--- src/rtl/vital_alarm_manager.sv ---
// vital_alarm_manager: per-channel persisted range alarms with ack, escalation and priority report
module vital_alarm_manager #(
  parameter int N_CH = 3,
  parameter int W = 8,
  parameter int PERSIST = 3,
  parameter int CLEAR = 2,
  parameter int ESCALATE_CYCLES = 10,
  parameter int CHW = (N_CH > 1) ? $clog2(N_CH) : 1
) (
  input  logic              clk,
  input  logic              reset,
  input  logic [N_CH-1:0]   sample_valid,
  input  logic [N_CH*W-1:0] sample_data,
  input  logic [N_CH*W-1:0] lo_thresh,
  input  logic [N_CH*W-1:0] hi_thresh,
  input  logic [N_CH-1:0]   ack,
  output logic [N_CH-1:0]   alarm,
  output logic [N_CH-1:0]   escalate,
  output logic [N_CH-1:0]   fault_high,
  output logic [N_CH-1:0]   in_fault,
  output logic              any_alarm,
  output logic              top_valid,
  output logic [CHW-1:0]    top_ch
);
  localparam logic [1:0] NORMAL = 2'd0;
  localparam logic [1:0] PENDING = 2'd1;
  localparam logic [1:0] ALARM = 2'd2;
  localparam logic [1:0] ACKED = 2'd3;
  localparam int MX = (PERSIST > CLEAR) ? PERSIST : CLEAR;
  localparam int CW = $clog2(MX + 1);
  localparam int TW = $clog2(ESCALATE_CYCLES + 1);
  localparam logic [CW-1:0] P_LAST = CW'(PERSIST - 1);
  localparam logic [CW-1:0] C_LAST = CW'(CLEAR - 1);
  localparam logic [TW-1:0] T_MAX = TW'(ESCALATE_CYCLES);
  localparam logic [TW-1:0] T_LAST = TW'(ESCALATE_CYCLES - 1);
  for (genvar i = 0; i < N_CH; i++) begin : g_ch
    logic [1:0] st;
    logic [CW-1:0] cnt;
    logic [TW-1:0] tmr;
    logic esc, fh;
    logic [W-1:0] s, lo, hi;
    logic hi_out, out, v;
    assign s = sample_data[i*W +: W];
    assign lo = lo_thresh[i*W +: W];
    assign hi = hi_thresh[i*W +: W];
    assign hi_out = s > hi;
    assign out = (s < lo) | hi_out;
    assign v = sample_valid[i];
    always_ff @(posedge clk) begin
      if (reset) begin
        st <= NORMAL;
        cnt <= '0;
        tmr <= '0;
        esc <= 1'b0;
        fh <= 1'b0;
      end else begin
        case (st)
          NORMAL: if (v && out) begin
            cnt <= CW'(1);
            fh <= hi_out;
            tmr <= '0;
            st <= (PERSIST == 1) ? ALARM : PENDING;
          end
          PENDING: if (v) begin
            if (out) begin
              cnt <= cnt + CW'(1);
              fh <= hi_out;
              tmr <= '0;
              if (cnt == P_LAST) st <= ALARM;
            end else begin
              cnt <= '0;
              st <= NORMAL;
            end
          end
          ALARM: if (ack[i]) begin
            st <= ACKED;
            cnt <= '0;
            esc <= 1'b0;
          end else begin
            // timer runs per clock and saturates so escalate holds until ack
            tmr <= (tmr == T_MAX) ? tmr : tmr + TW'(1);
            if (tmr >= T_LAST) esc <= 1'b1;
          end
          ACKED: if (v) begin
            cnt <= (out || cnt == C_LAST) ? '0 : cnt + CW'(1);
            if (!out && cnt == C_LAST) st <= NORMAL;
          end
          default: st <= NORMAL;
        endcase
      end
    end
    assign alarm[i] = st == ALARM;
    assign in_fault[i] = st[1];
    assign escalate[i] = esc;
    assign fault_high[i] = fh;
  end
  assign any_alarm = |alarm;
  assign top_valid = any_alarm;
  always_comb begin
    top_ch = '0;
    for (int k = N_CH - 1; k >= 0; k--) if (alarm[k]) top_ch = CHW'(k);
  end
endmodule

--- config.mk ---
export PLATFORM = sky130hd
export DESIGN_NAME = vital_alarm_manager
export DESIGN_NICKNAME = d
export VERILOG_FILES = /design/src/rtl/vital_alarm_manager.sv
export SDC_FILE = /design/constraint.sdc
export NUM_CORES = 1
export LEC_CHECK = 0
export CAP_MARGIN = 30
export CORE_MARGIN = 10
export CORE_UTILIZATION = 48
export CTS_CLUSTER_DIAMETER = 200
export CTS_CLUSTER_SIZE = 28
export DETAILED_ROUTE_END_ITERATION = 7
export GPL_TIMING_DRIVEN = 0
export PLACE_DENSITY = 0.86
export SYNTH_ARGS = -nofsm -noshare
export SYNTH_HDL_FRONTEND = slang
export SYNTH_SLANG_ARGS = --single-unit
export TNS_END_PERCENT = 5
--- constraint.sdc ---
create_clock -name clk -period 2.35 [get_ports clk]
set_input_delay 0.235 -clock clk [delete_from_list [all_inputs] [get_ports clk]]
set_output_delay 0.235 -clock clk [all_outputs]
set_load 0.05 [all_outputs]
Word level (Yosys, flattened, before mapping)
Cells that the tools add are included.
{"block": "totals", "reg_bits": 30, "wordCells": 199, "output_inout_bits": 16}
{"block": "op_classes", "reduce_logical": 40, "n_eq_ne": 45, "add_sub_neg": 6, "magnitude_cmp": 9, "muxes": 81, "bitwise_logic": 3}
{"op": "2-bit two-way mux", "count": 39}
{"op": "4-bit two-way mux", "count": 15}
{"op": "2-bit inequality test, second input constant", "count": 24}
{"op": "2-bit one-hot mux with 4 select lines", "count": 6}
{"op": "4-bit one-hot mux with 3 select lines", "count": 3}
{"op": "6-bit AND reduction", "count": 6}
{"op": "8-bit greater-than comparator", "count": 3}
{"op": "8-bit less-than comparator", "count": 3}
{"op": "4-bit AND reduction", "count": 6}
{"op": "2-bit equality test, second input constant", "count": 9}
{"op": "1-bit two-way mux", "count": 15}
{"op": "4-bit by 1-bit adder with 4-bit output, second input constant", "count": 3}
{"op": "2-bit by 1-bit equality test with 1-bit output, second input constant", "count": 6}
{"op": "4-bit equality test, second input constant", "count": 3}
{"op": "4-bit greater-or-equal comparator, second input constant", "count": 3}
{"op": "2-bit nonzero test", "count": 6}
{"op": "3-bit inequality test, second input constant", "count": 3}
{"op": "3-bit nonzero test", "count": 3}
{"op": "2-bit by 1-bit adder with 2-bit output, second input constant", "count": 3}
{"op": "1-bit logical AND", "count": 6}
{"op": "2-bit logical NOT", "count": 3}
{"op": "1-bit one-hot mux with 2 select lines", "count": 3}
{"op": "2-bit AND reduction", "count": 3}
{"op": "1-bit logical NOT", "count": 3}
{"op": "other kinds (3)", "count": 7}

Depth between registers and ports, before layout
{"block": "depth", "depth_word": 7, "ltp_mapped": 9, "ltp_nobuf": 9}

Least setup slack after synthesis
Ideal clock, no wire load.
{"block": "synth_timing", "path_kind": "register -> output", "startpoint": "reg g_ch[1].st[0]", "endpoint": "out top_ch[1]", "required_ns": 2.115, "setup_slack_ns": -0.135, "stages_incl_launch_ff": 4, "arrival_time_ns": 2.250, "cell_sequence": "dfxtp_1 > nand2b_1 > clkinv_1 > nor3_1"}
{"block": "synth_between", "elab_chain_cells": 3}
{"item": "start, declared", "line": "37", "rtl": "logic [1:0] st;"}
{"item": "start signal, assigned", "line": "62", "rtl": "st <= (PERSIST == 1) ? ALARM : PENDING;"}
{"item": "2-bit equality test", "line": "92", "rtl": "assign alarm[i] = st == ALARM;"}
{"item": "via alarm[1]", "line": "17", "rtl": "output logic [N_CH-1:0] alarm,"}
{"item": "2-bit two-way mux (2 in series)", "line": "101", "rtl": "for (int k = N_CH - 1; k >= 0; k--) if (alarm[k]) top_ch = CHW'(k);"}
{"item": "end, declared", "line": "23", "rtl": "output logic [CHW-1:0] top_ch"}
The timed path passes the listed nets, and every way through them passes these cells.

Worst setup path after layout
{"block": "layout_timing", "startpoint": "in lo_thresh[9]", "endpoint": "reg g_ch[1].cnt[1]"}
{"block": "layout_between", "elab_chain_cells": 6}
{"item": "start, declared", "line": "14", "rtl": "input logic [N_CH*W-1:0] lo_thresh,"}
{"item": "8-bit less-than comparator (*)", "line": "47", "rtl": "assign out = (s < lo) | hi_out;"}
{"item": "1-bit bitwise OR (*)", "line": "47"}
{"item": "1-bit logical OR", "line": "85", "rtl": "cnt <= (out || cnt == C_LAST) ? '0 : cnt + CW'(1);"}
{"item": "2-bit two-way mux", "line": "85"}
{"item": "2-bit two-way mux", "line": "84", "rtl": "ACKED: if (v) begin"}
{"item": "2-bit one-hot mux with 4 select lines", "line": "57", "rtl": "case (st)"}
{"item": "end signal, assigned", "line": "66", "rtl": "cnt <= cnt + CW'(1);"}
{"item": "end signal, assigned", "line": "85"}
{"item": "end, declared", "line": "38", "rtl": "logic [CW-1:0] cnt;"}
Every way passes the cells marked *; elsewhere a longest branch is shown, timed or not. The select of a mux whose other input is x is not followed.
A chain may end at the register's enable or synchronous reset.

==> metrics <==
Synth Net Count 543; DIE AREA 0.01016 mm^2; Final Max Slew Viols 0; crit path capture type flip-flop; GPL Wtd Cong 0.8102; antenna violations before repair 0; register-to-register setup slack 0.52 ns; First DRT Iteration DRCs 96; R2R cell count 5; pwr dens 362.8 mW/mm^2; Worst Setup EP g_ch[1].cnt[1]$_SDFFE_PP0P_; vias 3148; Clock Path Buffers 2; RR Startpoint g_ch[0].st[0]$_SDFFE_PP0P_; Layout Cells excl Fill 583; CTS tree yes; sequential cell area fraction in the yosys report 19.17%; drt wl/cell 13.65 um; Cell Rows 29; Total Routing Usage GR 15.38%; Post-CTS Hold Fix Bufs 0; switching share of total power 31.78%; Final Hold Viols 0; Area Growth Syn to Fin 38.06%; Worst-Skew Late Latency 0.29 ns; Critical Path Fanout Max 5; Reg clk slew, reported paths 0.07 ns; first-pass GRT wire length 13.34 mm; IO Count 96; Starting Density 49.34%; Final WS setup -0.0007017 ns; Mapped Cells 400; DRC 0; vias in the first global route 3084; drt total wl 7.958 mm; sequential fraction of design power 35.2%; status finished with violations; CP Class input pin to flip-flop; NetSw 0.0004987 W; Top FF cell, synth dfxtp_1; VDD IR max 0.2603 mV; GRT Residual Overflow 0; DP Cell Count 572; Pint 0.001071 W; largest net degree at the start of global routing 11; crit start category input pin; Tcrit/Tclk final 100.0%; static leakage 1.982 nW; syn avg cell area 7.833 um^2; clock network power share 28.1%; Max-Cap Viols 0; Detail Placement HPWL 6.719 mm; Core ar. 0.006350 mm^2; Distinct cells, synth 58; Worst Clk Skew 0.005553 ns; Worst slew margin 64.39%; Synth Register Bits 30; DR pass1 iterations 4; Cell Area, Synth 0.003133 mm^2; Post-DRT Antenna Nets 0; H-tree depth 2; clk sinks 30; CTS Root Cell clkbuf_8; Avg Vias per Cell 5.400; worst-margin pin slew 0.5341 ns; TritonCTS Buffers 5; Post-synth EDFFs 0; pre-CTS WS -0.3059 ns; failing checks setup timing; Ant. Diodes 0; Chip Width 100.8 um; r2r endpoint g_ch[0].tmr[2]$_SDFFE_PP0P_; critical path arrival 2.58 ns; Post-synth ARST share 0%; worst path required time 2.58 ns; post-layout min period 2.351 ns; ratio of cells with drive above 1 in the final layout 8.498%; Worst Hold Class flip-flop to flip-flop; Comb pwr share 36.8%; Net count, final 648; Fmax 0.4254 GHz; final setup violating endpoints 1; Warnings, synthesis 0; PortBufs 95; Die Ht 100.8 um; Setup crit start lo_thresh[9]; RSZ-0062 raised after global routing yes
## final cells by class
type / instances / area (um^2)
multi-input combinational: 290 / 2231
fill: 545 / 2024
timing repair buffer: 98 / 965.9
sequential: 30 / 600.6
inverter: 64 / 241.5
buffer: 16 / 98.84
tap: 77 / 96.34
clock buffer: 7 / 86.33
clock inverter: 1 / 5.005
## what timing repair did
item / 4_1_cts / 5_1_grt
setup endpoints to repair: 6 / 15
pin swaps: 0 / 2
resized for setup: 8 / 8
buffers inserted: 0 / 3
## cells by family (layout without fill, tap and decap cells)
logic type | Yosys count | count (layout) | share of synthesized area (%)
AO/OA/AOI/OAI | 107 | 107 | 23.84
adder cells (fa/ha/maj) | 63 | 63 | 25.16
buffers and inverters | 80 | 186 | 10.78
flip-flops | 30 | 30 | 19.17
multiplexers | 6 | 6 | 2.276
AND/OR/NAND/NOR | 114 | 114 | 18.77
## layout by cell type (no fill, tap or decap), drive strengths merged, types with 5 or more instances in the layout
cell / instances
dfxtp: 30
nor3: 15
a31oi: 5
clkbuf: 13
nand4: 8
o211ai: 6
nand2b: 10
clkdlybuf4s50: 90
o21ai: 17
nor2: 22
inv: 63
nand3: 8
buf: 14
nor2b: 5
nand2: 27
ha: 63
o21a: 6
a21oi: 40
## power by group through the flow
stage               Combinational, W  Sequential, W  Clock (W)
CTS                         0.000562       0.000552   0.000450
floorplan                   0.000331       0.000558          0
global route                0.000646       0.000555   0.000478
global placement            0.000539       0.000562          0
detailed placement          0.000559       0.000563          0
finish                      0.000577       0.000552   0.000440
## stage by stage
stage	TNS, ns	instance area [um^2]	hold slack (ns)	util [%]	power [W]
finish	-0.0007017	4325	0.4650	68.12	0.001569
floorplan	0	3138	0.3320	-	0.0008895
global placement	-2.988	4185	0.4525	65.91	0.001101
CTS	0	4274	0.4710	67.31	0.001564
global route	-0.2019	4325	0.5135	68.12	0.001679
detailed placement	-3.864	4185	0.4558	65.91	0.001122
## cells in the mapped netlist, types with 8 or more instances
library cell | count | area share (%)
inv_1 | 63 | 7.5
ha_1 | 63 | 25
nand4_1 | 8 | 1.6
nor2_1 | 22 | 2.6
nand2b_1 | 9 | 1.8
nand3_1 | 8 | 1.3
a21oi_1 | 38 | 6.1
dfxtp_1 | 30 | 19
nand2_1 | 27 | 3.2
nor3_1 | 15 | 2.4
buf_4 | 10 | 2.4
o21ai_0 | 15 | 2.4
## per-layer routing
metal / global-route usage, % / part of all wire (%)
met1: 17.49 / 42
met2: 25.85 / 47
met3: 5.556 / 9.0
met4: 5.326 / 1.8
met5: 0 / 0
## worst min-delay path by stage
stage	start	to	slack, ns	depth (start not counted)
final	g_ch[0].esc$_SDFFE_PP0P_	g_ch[0].esc$_SDFFE_PP0P_	0.46	1
after global routing	g_ch[2].esc$_SDFFE_PP0P_	g_ch[2].esc$_SDFFE_PP0P_	0.51	1
after CTS	g_ch[0].esc$_SDFFE_PP0P_	g_ch[0].esc$_SDFFE_PP0P_	0.47	1
after detailed placement	g_ch[0].esc$_SDFFE_PP0P_	g_ch[0].esc$_SDFFE_PP0P_	0.46	1
after global placement	g_ch[0].esc$_SDFFE_PP0P_	g_ch[0].esc$_SDFFE_PP0P_	0.45	1
after floorplan	ack[1]	g_ch[1].esc$_SDFFE_PP0P_	0.33	1
## state kept, by name (all words and copies together), names as in the netlist, named ones only
register  flops
g_ch.cnt      6
g_ch.esc      3
g_ch.st       3
g_ch.fh       3
g_ch.tmr     12
## worst max-delay path, stage by stage
cell and delay, ns:
clkdlybuf4s50_1 0.47, inv_1 0.05, ha_1 0.27, a2111oi_1 0.37, o31ai_1 0.14, o311a_1 0.18, buf_4 0.17, or2_2 0.33
a31oi_1 0.21, a32o_1 0.15
(Power assumes the default switching activity.)
